**config.mk**
```make
export PLATFORM = sky130hd
export DESIGN_NAME = cordic_pre
export DESIGN_NICKNAME = d
export VERILOG_FILES = /design/src/rtl/cordic_pkg.sv /design/src/rtl/cordic_dly_line.sv /design/src/rtl/cordic_pre.sv
export SDC_FILE = /design/constraint.sdc
export NUM_CORES = 1
export LEC_CHECK = 0
export CAP_MARGIN = 20
export CORE_MARGIN = 4
export CORE_UTILIZATION = 52
export DETAILED_ROUTE_END_ITERATION = 7
export PLACE_DENSITY = 0.77
export SLEW_MARGIN = 20
export SYNTH_ARGS = -nofsm -noshare
export SYNTH_HDL_FRONTEND = slang
export SYNTH_SLANG_ARGS = --single-unit
```
**constraint.sdc**
```tcl
create_clock -name clk -period 3.8 [get_ports clk]
set_input_delay 0.38 -clock clk [delete_from_list [all_inputs] [get_ports clk]]
set_output_delay 0.38 -clock clk [all_outputs]
set_load 0.1 [all_outputs]
```
**src/rtl/cordic_pkg.sv**
```systemverilog
// Shared CORDIC definitions: default geometry, info-word bit positions and type.
// Used by cordic_pre, the iteration core and cordic_post.
package cordic_pkg;

  localparam int unsigned DW_DEF       = 16;  // gradient component width
  localparam int unsigned DW_DOT_DEF   = 4;   // fractional extension bits
  localparam int unsigned T_IR_NUM_DEF = 15;  // iteration-core latency

  localparam int unsigned INFO_W    = 3;
  localparam int unsigned INFO_XNEG = 2;
  localparam int unsigned INFO_YNEG = 1;
  localparam int unsigned INFO_SWAP = 0;

  // {x_neg, y_neg, swap} describing how the source vector was folded
  typedef logic [INFO_W-1:0] info_t;

endpackage

```
**src/rtl/cordic_dly_line.sv**
```systemverilog
// Fixed-depth shift register with no enable, clocked every cycle.
// Ports:
//   clk, rst : clock, asynchronous active-high reset
//   din_i    : WIDTH-bit data in
//   dout_o   : din_i delayed DEPTH cycles (DEPTH >= 1)
module cordic_dly_line #(
  parameter int unsigned WIDTH = 1,
  parameter int unsigned DEPTH = 1
) (
  input  logic             clk,
  input  logic             rst,
  input  logic [WIDTH-1:0] din_i,
  output logic [WIDTH-1:0] dout_o
);

  logic [WIDTH-1:0] sr_q [DEPTH];

  // Shift chain; reset flushes every tap
  always_ff @(posedge clk or posedge rst) begin
    if (rst) begin
      for (int unsigned i = 0; i < DEPTH; i++) begin
        sr_q[i] <= '0;
      end
    end else begin
      sr_q[0] <= din_i;
      for (int unsigned i = 1; i < DEPTH; i++) begin
        sr_q[i] <= sr_q[i-1];
      end
    end
  end

  assign dout_o = sr_q[DEPTH-1];

endmodule

```
**src/rtl/cordic_pre.sv**
```systemverilog
// CORDIC pre-processing: folds a signed (gx, gy) vector into the 0..45 degree
// octant, extends it with DW_DOT fractional bits and emits the fold info word,
// delayed so it lines up with the data entering cordic_post.
// Ports:
//   clk, rst             : clock, asynchronous active-high reset
//   din_vsync/din_hsync  : frame valid / data valid in
//   din_x, din_y         : signed gx, gy (DW bits)
//   dout_vsync/dout_hsync: syncs delayed 2 cycles
//   dout_x, dout_y       : folded major/minor magnitudes, DW+DW_DOT bits, 2 cycles
//   dout_info            : {x_neg, y_neg, swap}, 2+T_IR_NUM cycles
module cordic_pre
  import cordic_pkg::*;
#(
  parameter int unsigned DW       = DW_DEF,
  parameter int unsigned DW_DOT   = DW_DOT_DEF,
  parameter int unsigned T_IR_NUM = T_IR_NUM_DEF
) (
  input  logic                 clk,
  input  logic                 rst,
  input  logic                 din_vsync,
  input  logic                 din_hsync,
  input  logic [DW-1:0]        din_x,
  input  logic [DW-1:0]        din_y,
  output logic                 dout_vsync,
  output logic                 dout_hsync,
  output logic [DW+DW_DOT-1:0] dout_x,
  output logic [DW+DW_DOT-1:0] dout_y,
  output logic [INFO_W-1:0]    dout_info
);

  localparam int unsigned OW = DW + DW_DOT;

  // Stage 1: signs and magnitudes
  logic          xneg_d, xneg_q;
  logic          yneg_d, yneg_q;
  logic [DW-1:0] ax_d, ax_q;
  logic [DW-1:0] ay_d, ay_q;
  logic          hs1_q, vs1_q;

  // Stage 2: octant fold
  logic          swap_d;
  logic [OW-1:0] x2_d, x2_q;
  logic [OW-1:0] y2_d, y2_q;
  info_t         info_d, info_q;
  logic          hs2_q, vs2_q;

  // Non-valid slots are forced to zero so they carry no info downstream.
  // The negation wraps, so the most negative input becomes 2^(DW-1) unsigned.
  always_comb begin
    xneg_d = 1'b0;
    yneg_d = 1'b0;
    ax_d   = '0;
    ay_d   = '0;
    if (din_hsync) begin
      xneg_d = din_x[DW-1];
      yneg_d = din_y[DW-1];
      ax_d   = xneg_d ? (~din_x + DW'(1)) : din_x;
      ay_d   = yneg_d ? (~din_y + DW'(1)) : din_y;
    end
  end

  // Larger magnitude goes to x; ties keep the original order
  always_comb begin
    swap_d = (ay_q > ax_q);
    x2_d   = OW'(swap_d ? ay_q : ax_q) << DW_DOT;
    y2_d   = OW'(swap_d ? ax_q : ay_q) << DW_DOT;
    info_d            = '0;
    info_d[INFO_XNEG] = xneg_q;
    info_d[INFO_YNEG] = yneg_q;
    info_d[INFO_SWAP] = swap_d;
  end

  // Pipeline registers
  always_ff @(posedge clk or posedge rst) begin
    if (rst) begin
      xneg_q <= 1'b0;
      yneg_q <= 1'b0;
      ax_q   <= '0;
      ay_q   <= '0;
      hs1_q  <= 1'b0;
      vs1_q  <= 1'b0;
      x2_q   <= '0;
      y2_q   <= '0;
      info_q <= '0;
      hs2_q  <= 1'b0;
      vs2_q  <= 1'b0;
    end else begin
      xneg_q <= xneg_d;
      yneg_q <= yneg_d;
      ax_q   <= ax_d;
      ay_q   <= ay_d;
      hs1_q  <= din_hsync;
      vs1_q  <= din_vsync;
      x2_q   <= x2_d;
      y2_q   <= y2_d;
      info_q <= info_d;
      hs2_q  <= hs1_q;
      vs2_q  <= vs1_q;
    end
  end

  assign dout_x     = x2_q;
  assign dout_y     = y2_q;
  assign dout_hsync = hs2_q;
  assign dout_vsync = vs2_q;

  // Info rides alongside the iteration core so it meets cordic_post's input
  cordic_dly_line #(
    .WIDTH (INFO_W),
    .DEPTH (T_IR_NUM)
  ) u_info_dly (
    .clk    (clk),
    .rst    (rst),
    .din_i  (info_q),
    .dout_o (dout_info)
  );

endmodule
```
==> run summary <==
status = finished, final reports clean
Sink Count = 118
DP Cell Count = 664
Nets = 604
gr busiest metal = met2
# Max-Cap Violations = 0
largest family of logic cells by synthesized area = compound AO/OA/AOI/OAI gates
core area = 9950 µm²
Synth Cell Area = 5400 µm²
Final setup viols = 0
Final Skew = 0.0110 ns
net switching power = 1.43 mW
power per cell area = 598 nW/µm²
M1 GR Usage = 28.9%
Max Clk Rate = 337 MHz
port bufs = 72
Final Hold Fails = 0
Slew HR = 34.8%
Final min period = 2.96 ns
Slew Viols, Final = 0
Critical Path RT = 4.18 ns
I/O Pins = 81
n_diodes = 0
xor/xnor share of the synthesized area = 3.57%
first-pass GRT wire length = 19,800 µm
Hold Buf Count CTS = 0
Leak Pwr = 3.28 nW
Vias = 3,961
Cells after Synth = 482
largest net degree at the start of global routing = 62
setup TNS = 0 ns
worst hold stages = 1
Die X = 110 µm
GRT overflow = 0
PnR worst setup slack = 0.837 ns
synth warn = 0
DR DRC count = 0
Post-Route WL = 12,000 µm
worst path arrival time = 3.34 ns
antenna viol nets, final = 0
critical path type = reg -> reg
CTS root buffer = clkbuf_8
# rows = 36
hold slack = 0.324 ns
Routed WL per cell = 17.2 µm
post-CTS setup buffers = 0
Synth cell types = 41
fraction of layout cells with a size suffix above 1 = 9.41%
Area Growth Syn to Fin = 25.5%
post-synthesis compound-gate area fraction = 15.9%
clk_lat worst skew = 0.51 ns
number of gates resized after cts = 0
mux contribution to synthesized area = 0.371%
Logic pwr share = 25.7%
fin crit share = 78.0%
vias in the first global route = 3,909
Clock transition at path regs = 0.06 ns
fillers = 773
Hold Crit Class = in -> reg
initial antenna violation count = 0
R2R depth = 9
Initial Util = 54.3%
total chip power = 4.06 mW
die area = 12,100 µm²
Sequential Power Share = 36.3%
pre-CTS setup slack = 0.914 ns
Final Non-Filler Cells = 696
Iter 0 DRT Violations = 394
GR Layer Usage met3 = 6.28%
Final Wtd Congestion = 0.868
Seq/Total Area, Yosys = 54.7%
syn_area_per_cell = 11.2 µm²
Worst Setup End Kind = flip-flop
CTS tree = done
H-tree levels = 4
Simple-Gate Fraction of Synth Area = 15.6%
Main synth FF type = dfrtp_1
worst vdd ir = 0.394 mV
Sw Ratio = 35.3%
Global Route Usage Sum = 21.5%
slew at the pin closest to its max-slew limit = 0.975 ns
clock share of power = 38.0%
via-per-instance ratio = 5.69
number of CTS-inserted buffers = 17
DR pass1 iterations = 5
Die H = 110 µm
Startpoint Class = flip-flop
Int Power = 2.63 mW
RSZ-0062 raised after global routing = no
Post-Synth Adder-Cell Area = 4.17%
CP max FO = 34
Max clock buf depth = 2
hpwl dp = 8030 µm
Post-synth EDFFs = 0
share of flip-flops with an asynchronous set or reset = 100%
Synth Register Bits = 118
met2 Usage GRT = 34.4%
-- power groups by stage --
| stage | Combinational [mW] | Clock (mW) | Sequential (mW) |
|---|---|---|---|
| 2_1_floorplan | 0.362 | 0 | 1.90 |
| 3_3_place_gp | 1.02 | 0 | 1.49 |
| 3_5_place_dp | 1.04 | 0 | 1.49 |
| 4_1_cts | 1.04 | 1.58 | 1.47 |
| 5_1_grt | 1.10 | 1.65 | 1.49 |
| 6_report | 1.04 | 1.54 | 1.47 |
-- cell families (layout without fill, tap and decap cells) --
family          count (synthesis)  after routing
compound gates                107            107
xor+xnor                       22             22
fa+ha+maj                      18             18
buf+inv                        65            139
flops                         118            118
mux                             2              2
other cells                     1              8
simple gates                  149            149
-- final timing paths --
kind,startpoint,end,slack (ns)
min in group asynchronous,rst,dout_x[7],0.34
max,ax_q[15],dout_y[17],0.84
max reg2reg,ax_q[15],dout_y[17],0.84
max in group asynchronous,rst,ax_q[5],2.72
min,din_vsync,vs1_q,0.32
min reg2reg,u_info_dly.sr_q[34],u_info_dly.sr_q[31],0.35
-- layer usage --
metal,wire length [µm],share of wire [%],vias to the layer above
li1,-,-,1857
met1,5220,43,1944
met2,5900,49,154
met3,785,6.5,6
met4,92,0.77,0
met5,0,0,-
-- critical path: stages (launching register included) --
cell and delay [ns]:
dfrtp_1 0.40, inv_1 0.08, ha_1 0.31, nand4_1 0.21, nor4_4 0.34, buf_4 0.25, nand2_2 0.36, a22o_1 0.35
buf_4 0.21, a211o_1 0.32
-- state kept, by name (all words and copies together) (netlist names), 3 cells and up --
register / count
u_info_dly.dout_o: 3
info_q: 3
dout_x: 16
u_info_dly.sr_q: 42
dout_y: 16
ay_q: 16
ax_q: 16
-- cell type report --
type	instances	area, µm²	share of cell area (%)
tap	133	166	2.45
timing repair buffer	83	816	12.0
sequential	118	2950	43.5
inverter	24	92.6	1.37
multi-input combinational	306	2170	32.0
clock inverter	14	164	2.42
clock buffer	18	418	6.16
-- metrics by stage --
| stage | cell area, µm² | utilization [%] |
|---|---|---|
| 6_report | 6780 | 68.1 |
| 5_1_grt | 6780 | 68.1 |
| 4_1_cts | 6780 | 68.1 |
| 3_5_place_dp | 6200 | 62.3 |
| 3_3_place_gp | 6200 | 62.3 |
| 2_1_floorplan | 5430 | - |
-- synthesized netlist by cell type, types with 8 or more instances --
cell type	n	area, µm²
a211o_1	33	289
a21oi_1	8	40.0
and2_1	19	119
and3_1	36	225
buf_4	15	113
clkbuf_1	24	90.1
dfrtp_1	118	2950
ha_1	18	225
inv_1	24	90.1
nand2_1	29	109
nand3_1	32	160
nor2b_1	10	62.6
o31ai_1	22	165
o41ai_1	19	166
xnor2_1	13	114
xor2_1	9	78.8
-- placed cells by master (no fill, tap or decap), types with 6 or more instances in the layout --
cell / netlist / layout
a211o_1: 33 / 33
a21oi_1: 8 / 8
and2_1: 19 / 19
and3_1: 36 / 36
buf_4: 15 / 10
clkbuf_16: 0 / 16
clkdlybuf4s50_1: 0 / 72
conb_1: 1 / 8
dfrtp_1: 118 / 118
ha_1: 18 / 18
inv_1: 24 / 23
inv_6: 0 / 6
nand2_1: 29 / 29
nand3_1: 32 / 32
nor2b_1: 10 / 10
o21ai_0: 7 / 7
o31ai_1: 22 / 22
o41ai_1: 19 / 19
xnor2_1: 13 / 13
xor2_1: 9 / 9
No activity file was read; power rests on OpenSTA's default activity.
